--- config.mk ---
export PLATFORM = sky130hd
export DESIGN_NAME = fifo_rd_burst_ctrl_flat
export DESIGN_NICKNAME = d
export VERILOG_FILES = /design/src/rtl/fifo_burst_pkg.sv /design/src/rtl/fifo_rd_burst_ctrl_if.sv /design/src/rtl/fifo_burst_tmr.sv /design/src/rtl/fifo_rd_burst_ctrl.sv /design/src/flat_wrapper.sv
export SDC_FILE = /design/constraint.sdc
export NUM_CORES = 1
export LEC_CHECK = 0
export BUFFER_PORTS_ARGS = -buffer_cell sky130_fd_sc_hd__buf_2
export CORE_AREA = 2 2 49 47
export CTS_CLUSTER_SIZE = 16
export DETAILED_ROUTE_END_ITERATION = 10
export DIE_AREA = 0 0 51 49
export PLACE_DENSITY = 0.75
export SLEW_MARGIN = 25
export SYNTH_ARGS = -nofsm -noshare
export SYNTH_HDL_FRONTEND = slang
export SYNTH_SLANG_ARGS = --single-unit
--- constraint.sdc ---
create_clock -name clk -period 1.4 [get_ports clk]
set_input_delay 0.28 -clock clk [delete_from_list [all_inputs] [get_ports clk]]
set_output_delay 0.28 -clock clk [all_outputs]
set_load 0.03 [all_outputs]
--- src/rtl/fifo_burst_pkg.sv ---
// rtl/fifo_burst_pkg.sv - shared types and widths for the FIFO read burst controller
package fifo_burst_pkg;

  localparam int AW_DEF = 2;
  localparam int CNT_W  = AW_DEF + 1;

  typedef enum logic [1:0] {
    IDLE = 2'd0,
    REQ  = 2'd1,
    XFER = 2'd2
  } burst_state_e;

  // Occupancy/length fields carry one extra bit so a completely full FIFO is representable.
  function automatic int cnt_width(input int aw);
    return aw + 1;
  endfunction

endpackage

--- src/rtl/fifo_rd_burst_ctrl_if.sv ---
// rtl/fifo_rd_burst_ctrl_if.sv - burst request/beat bus between controller and downstream master
interface fifo_rd_burst_ctrl_if #(
  parameter int W  = 8,
  parameter int AW = 2
);
  logic          m_req;
  logic [AW:0]   m_len;
  logic          m_ack;
  logic [W-1:0]  m_data;
  logic          m_dvalid;
  logic          m_dready;
  logic          m_dlast;

  modport master (
    output m_req, m_len, m_data, m_dvalid, m_dlast,
    input  m_ack, m_dready
  );

  modport slave (
    input  m_req, m_len, m_data, m_dvalid, m_dlast,
    output m_ack, m_dready
  );
endinterface

--- src/rtl/fifo_burst_tmr.sv ---
// rtl/fifo_burst_tmr.sv - saturating idle counter that flags a partial-burst timeout
module fifo_burst_tmr #(
  parameter int TIMEOUT = 16
) (
  input  logic clk,
  input  logic reset_n,
  input  logic clear,
  input  logic inc,
  output logic expired
);
  localparam int TW = (TIMEOUT > 1) ? $clog2(TIMEOUT) : 1;
  localparam logic [TW-1:0] CNT_MAX = TW'(TIMEOUT - 1);

  logic [TW-1:0] cnt_q;
  logic [TW-1:0] cnt_d;

  always_comb begin
    cnt_d = cnt_q;
    if (clear) begin
      cnt_d = '0;
    end else if (inc && (cnt_q != CNT_MAX)) begin
      cnt_d = cnt_q + TW'(1);
    end
  end

  always_ff @(posedge clk or negedge reset_n) begin
    if (!reset_n) begin
      cnt_q <= '0;
    end else begin
      cnt_q <= cnt_d;
    end
  end

  assign expired = (cnt_q == CNT_MAX);
endmodule

--- src/rtl/fifo_rd_burst_ctrl.sv ---
// rtl/fifo_rd_burst_ctrl.sv - drains a show-ahead FIFO into length-prefixed bursts
module fifo_rd_burst_ctrl
  import fifo_burst_pkg::*;
#(
  parameter int W         = 8,
  parameter int AW        = AW_DEF,
  parameter int BURST_MAX = 4,
  parameter int TIMEOUT   = 16
) (
  input  logic                 clk,
  input  logic                 reset_n,
  input  logic                 cfg_en,
  input  logic [W-1:0]         fifo_rd_data,
  input  logic                 fifo_empty,
  input  logic [AW:0]          fifo_rd_aval,
  output logic                 fifo_rd_en,
  output logic                 busy,
  fifo_rd_burst_ctrl_if.master m_if
);
  localparam int CW = cnt_width(AW);
  localparam logic [CW-1:0] BURST_LEN = CW'(BURST_MAX);

  burst_state_e  state_q, state_d;
  logic          m_req_q, m_req_d;
  logic [CW-1:0] m_len_q, m_len_d;
  logic [CW-1:0] beat_cnt_q, beat_cnt_d;

  logic start_full;
  logic partial;
  logic tmr_clear;
  logic tmr_inc;
  logic tmr_expired;
  logic beat_valid;
  logic beat_acc;

  assign start_full = cfg_en && (fifo_rd_aval >= BURST_LEN);
  assign partial    = cfg_en && (fifo_rd_aval != '0) && (fifo_rd_aval < BURST_LEN);

  // Popping is gated by !fifo_empty even though a latched length never exceeds occupancy.
  assign beat_valid = (state_q == XFER) && !fifo_empty;
  assign beat_acc   = beat_valid && m_if.m_dready;

  fifo_burst_tmr #(
    .TIMEOUT(TIMEOUT)
  ) u_tmr (
    .clk    (clk),
    .reset_n(reset_n),
    .clear  (tmr_clear),
    .inc    (tmr_inc),
    .expired(tmr_expired)
  );

  always_comb begin
    state_d    = state_q;
    m_req_d    = m_req_q;
    m_len_d    = m_len_q;
    beat_cnt_d = beat_cnt_q;
    tmr_clear  = 1'b1;
    tmr_inc    = 1'b0;

    unique case (state_q)
      IDLE: begin
        tmr_clear = !partial;
        tmr_inc   = partial;
        if (start_full) begin
          m_len_d   = BURST_LEN;
          m_req_d   = 1'b1;
          state_d   = REQ;
          tmr_clear = 1'b1;
        end else if (partial && tmr_expired) begin
          m_len_d   = fifo_rd_aval;
          m_req_d   = 1'b1;
          state_d   = REQ;
          tmr_clear = 1'b1;
        end
      end
      REQ: begin
        if (m_if.m_ack) begin
          m_req_d    = 1'b0;
          beat_cnt_d = m_len_q;
          state_d    = XFER;
        end
      end
      XFER: begin
        if (beat_acc) begin
          beat_cnt_d = beat_cnt_q - CW'(1);
          if (beat_cnt_q == CW'(1)) begin
            state_d = IDLE;
          end
        end
      end
      default: begin
        state_d = IDLE;
        m_req_d = 1'b0;
      end
    endcase
  end

  always_ff @(posedge clk or negedge reset_n) begin
    if (!reset_n) begin
      state_q    <= IDLE;
      m_req_q    <= 1'b0;
      m_len_q    <= '0;
      beat_cnt_q <= '0;
    end else begin
      state_q    <= state_d;
      m_req_q    <= m_req_d;
      m_len_q    <= m_len_d;
      beat_cnt_q <= beat_cnt_d;
    end
  end

  assign fifo_rd_en    = beat_acc;
  assign busy          = (state_q != IDLE);
  assign m_if.m_req    = m_req_q;
  assign m_if.m_len    = m_len_q;
  assign m_if.m_data   = fifo_rd_data;
  assign m_if.m_dvalid = beat_valid;
  assign m_if.m_dlast  = beat_valid && (beat_cnt_q == CW'(1));
endmodule
--- src/flat_wrapper.sv ---
// flat-port wrapper written by rule: the top's interface ports become plain ports
module fifo_rd_burst_ctrl_flat import fifo_burst_pkg::*;
#(
  parameter int W         = 8,
  parameter int AW        = AW_DEF,
  parameter int BURST_MAX = 4,
  parameter int TIMEOUT   = 16
)
  (clk, reset_n, cfg_en, fifo_rd_data, fifo_empty, fifo_rd_aval, fifo_rd_en, busy, m_if_m_req, m_if_m_len, m_if_m_data, m_if_m_dvalid, m_if_m_dlast, m_if_m_ack, m_if_m_dready);
  fifo_rd_burst_ctrl_if #(.W(W), .AW(AW)) m_if_i ();
  input  logic clk;
  input  logic reset_n;
  input  logic cfg_en;
  input  logic [W-1:0] fifo_rd_data;
  input  logic fifo_empty;
  input  logic [AW:0] fifo_rd_aval;
  output logic fifo_rd_en;
  output logic busy;
  output wire logic [$bits(m_if_i.m_req)-1:0] m_if_m_req;
  output wire logic [$bits(m_if_i.m_len)-1:0] m_if_m_len;
  output wire logic [$bits(m_if_i.m_data)-1:0] m_if_m_data;
  output wire logic [$bits(m_if_i.m_dvalid)-1:0] m_if_m_dvalid;
  output wire logic [$bits(m_if_i.m_dlast)-1:0] m_if_m_dlast;
  input wire logic [$bits(m_if_i.m_ack)-1:0] m_if_m_ack;
  input wire logic [$bits(m_if_i.m_dready)-1:0] m_if_m_dready;
  assign m_if_m_req = m_if_i.m_req;
  assign m_if_m_len = m_if_i.m_len;
  assign m_if_m_data = m_if_i.m_data;
  assign m_if_m_dvalid = m_if_i.m_dvalid;
  assign m_if_m_dlast = m_if_i.m_dlast;
  assign m_if_i.m_ack = m_if_m_ack;
  assign m_if_i.m_dready = m_if_m_dready;
  fifo_rd_burst_ctrl #(.W(W), .AW(AW), .BURST_MAX(BURST_MAX), .TIMEOUT(TIMEOUT)) u_core (.clk(clk), .reset_n(reset_n), .cfg_en(cfg_en), .fifo_rd_data(fifo_rd_data), .fifo_empty(fifo_empty), .fifo_rd_aval(fifo_rd_aval), .fifo_rd_en(fifo_rd_en), .busy(busy), .m_if(m_if_i));
endmodule
==> qor.yml <==
run_status:
  status: "complete, but fails checks"
  violated_checks: "setup timing"
floorplanning:
  die_w_um: 51
  floorplan.rows: 16
  fp.dieArea_um2: 2500
  design.core.area_um2: 2020
  floorplan.initialDensity_pct: 39.4
  fp.dieH_um: 49
  ioPinCount: 33
logic_synthesis:
  synthMostInstantiatedCell: "dfrtp_1"
  synthesis.area_per_instance_um2: 10.3
  post_synth_main_area_contributors: "dfrtp_1 (41%), mux2i_1 (7.5%), buf_4 (7.5%), ha_1 (4.7%), nand2_1 (3.8%)"
  synth-warning-count: 0
  synth_enable_flop_cells: 0
  ys_types: 29
  synth_cells: 77
  syn-num-nets: 97
  synthesized_cell_area_um2: 796
  synth.ff_latch_count: 13
  post-synth-top-area-cell: "dfrtp_1"
  ys_dominant_reg_cell: "dfrtp_1"
  synth_top_cells_by_count: "dfrtp_1 (13), buf_4 (8), nand2_1 (8), nor2_1 (8), mux2i_1 (6)"
  synth_top_area_share_pct: 40.9
  proportion_of_register_bits_with_asynchronous_set_or_reset_after_synthesis_pct: 100
  synth_seq_area_share_pct: 40.9
pwr:
  share_comb_of_total_power_pct: 51.5
  power.sequential.fraction_pct: 33.8
  swShare_pct: 35.9
  power.clock.fraction_pct: 14.7
  p_sw_uw: 559
  vdd_ir_drop_max_mv: 0.716
  power.internal_uw: 999
  power.static_leakage_uw: 0.000500
  total_power_uw: 1560
  p_per_area_nw_per_um2: 1470
global_route:
  grt_first_pass_wirelength_um: 2700
  gr-usage-met1_pct: 14.6
  gr-usage-met2_pct: 27.3
  grt_start_max_net_pins: 14
  grt_pass1_vias: 633
  gr-usage-met3_pct: 6.13
  grt_antenna_before_repair: 0
  grt.overflow.total: 0
  grt_util_all_layers_pct: 14.4
  gr-max-usage-layer: "met2"
timing:
  setup_viol: 8
  timing_worst_slew_pin_value_ns: 0.311
  fin_crit_sh_pct: 107
  max-slew-margin-rel_pct: 79.2
  final-max-slew-violation-count: 0
  worst_clock_skew_ns: 0.00720
  timing_hold_violations_final: 0
  period_needed_ns: 1.50
  fmax_mhz: 667
  rsz0062_at_grt: "true"
  setup_slack_ns: -0.0992
  totalNegativeSetupSlack_ns: -0.395
cts:
  tritoncts: "built"
  clock_tree.htree_level_count: 1
  max_clock_buf_depth: 2
  numClockSinks: 13
  clkTransAtPathRegs_ns: 0.08
  clock_latency_on_the_worst_skew_pair_ns: 0.27
  clockRootBuffer: "clkbuf_4"
  numCtsBuffers: 3
place:
  place_hpwl_um: 1060
  place.gp.congestion: 0.726
  io_port_bufs: 16
setup_path:
  worstPathRequired_ns: 1.12
  critical_path.max_fanout: 6
  critical_path_stages: 3
  critical-path-top-delay-family: "flip-flops"
  critical_path.startpoint_type: "register"
  critical_path_cell_by_cell: "nand2b_4 -> nor3_4 -> buf_6"
  worst_ep_arrival_time_ns: 1.22
  critPathSlowestCell: "dfrtp_2"
  timing.reg2reg.worst_path_depth: 5
  crit_type: "register to primary output"
  cp-end-kind: "primary output"
  cpPeakStageDelay_ns: 0.44
  critPathBufInv: 1
cells_and_area:
  net_count_of_the_finished_layout: 120
  post_route_cells_drive_above_1_share_pct: 46.5
  utilization_pct: 52.4
  synthToLayoutAreaGrowth_pct: 33.2
  count_of_inserted_antenna_diode_cells: 0
drt:
  detail_route.iter0.violations: 12
  vias_per_cell: 4.71
  drcViolationCount: 0
  detail_route.first_pass.iterations: 4
  antenna_left: 0
  via_total_after_detailed_routing: 594
  totalWireLength_um: 1630
  routedWlPerCell_um: 12.9
worst_hold_path:
  min_path_cells: 3
  hp-class: "input pin to register"
job:
  drv_cap: 0
through the flow:
step                cell area [µm²]  worst slack (ns)  hold WS, ns  cells
floorplan                       807          -0.00295      -0.0156     77
global placement                852            0.0244        0.186    111
detailed placement              852           -0.0236        0.186    111
CTS                            1040            -0.141        0.243    124
global route                   1060            -0.139        0.275    126
finish                         1060           -0.0992        0.257    126
layout make-up:
cell class,instances,area (µm²)
Clock buffer,4,26.3
Fill cell,183,962
Inverter,4,15.0
Multi-Input combinational cell,50,443
Sequential cell,13,328
Tap cell,27,33.8
Timing Repair Buffer,28,214
logic make-up (layout without fill, tap and decap cells):
kind of cell               count (synthesis)  count (layout)  synth area share [%]
muxes                                      6               6                  7.55
adders and majority gates                  3               3                  4.72
xor gates and xnor gates                   2               2                  2.20
AOI/OAI and AO/OA                          7               7                  6.45
and+or+nand+nor                           32              32                  26.7
DFF                                       13              13                  40.9
buffers and inverters                     14              36                  11.5
worst paths after layout:
path                                  startpoint               endpoint  slack (ns)
min                              fifo_rd_aval[0]   u_core.m_if.m_len[0]        0.26
max reg2reg                    u_core.state_q[0]      u_core.state_q[0]       -0.07
max in group asynchronous                reset_n      u_core.state_q[0]        0.72
min reg2reg                u_core.u_tmr.cnt_q[0]  u_core.u_tmr.cnt_q[0]        0.46
max                            u_core.state_q[0]           m_if_m_dlast        -0.1
min in group asynchronous                reset_n      u_core.state_q[1]        0.43
state kept, by name, summed over array words and instances (netlist names):
name,count
u_core.m_if.m_req,1
u_core.m_if.m_len,3
u_core.state_q,2
u_core.beat_cnt_q,3
u_core.u_tmr.cnt_q,4
layout by cell type (no fill, tap or decap), types with 2 or more instances in the layout:
cell type / instances
o21ai_0: 2
buf_6: 5
dfrtp_1: 11
inv_2: 2
nand3b_1: 2
mux2i_1: 6
dfrtp_2: 2
nand2b_4: 2
inv_1: 2
nor3b_1: 2
nor2_1: 7
buf_4: 9
nand3_1: 2
nand2_1: 8
a211o_1: 2
ha_1: 2
clkbuf_4: 3
buf_2: 12
worst reg2reg max path: cells and delay by family (launching register included):
| family | cells | cell delay [ns] |
|---|---|---|
| compound gates | 1 | 0.09 |
| flops | 1 | 0.44 |
| buf+inv | 2 | 0.31 |
| simple gates | 2 | 0.57 |
power by group through the flow:
stage / clock (µW) / sequential (µW) / combinational [µW]
6_report: 229 / 526 / 803
3_3_place_gp: 0 / 532 / 492
5_1_grt: 256 / 535 / 866
3_5_place_dp: 0 / 538 / 497
4_1_cts: 245 / 523 / 769
2_1_floorplan: 0 / 518 / 454
what timing repair did:
item | 4_1_cts | 5_1_grt
buffers inserted | 8 | 3
endpoints found under the hold margin | 13 | 0
gates resized for setup | 21 | 2
hold buffers | 1 | 0
endpoints found under the setup margin | 6 | 14
pin swaps | 6 | 6
metal layers:
layer / wire (µm) / share of wire [%] / vias to the layer above
li1: - / - / 296
met1: 671 / 41 / 280
met3: 82 / 5.0 / 2
met2: 871 / 53 / 16
met4: 4 / 0.25 / 0
met5: 0 / 0 / -
No activity file was read; power rests on OpenSTA's default activity.
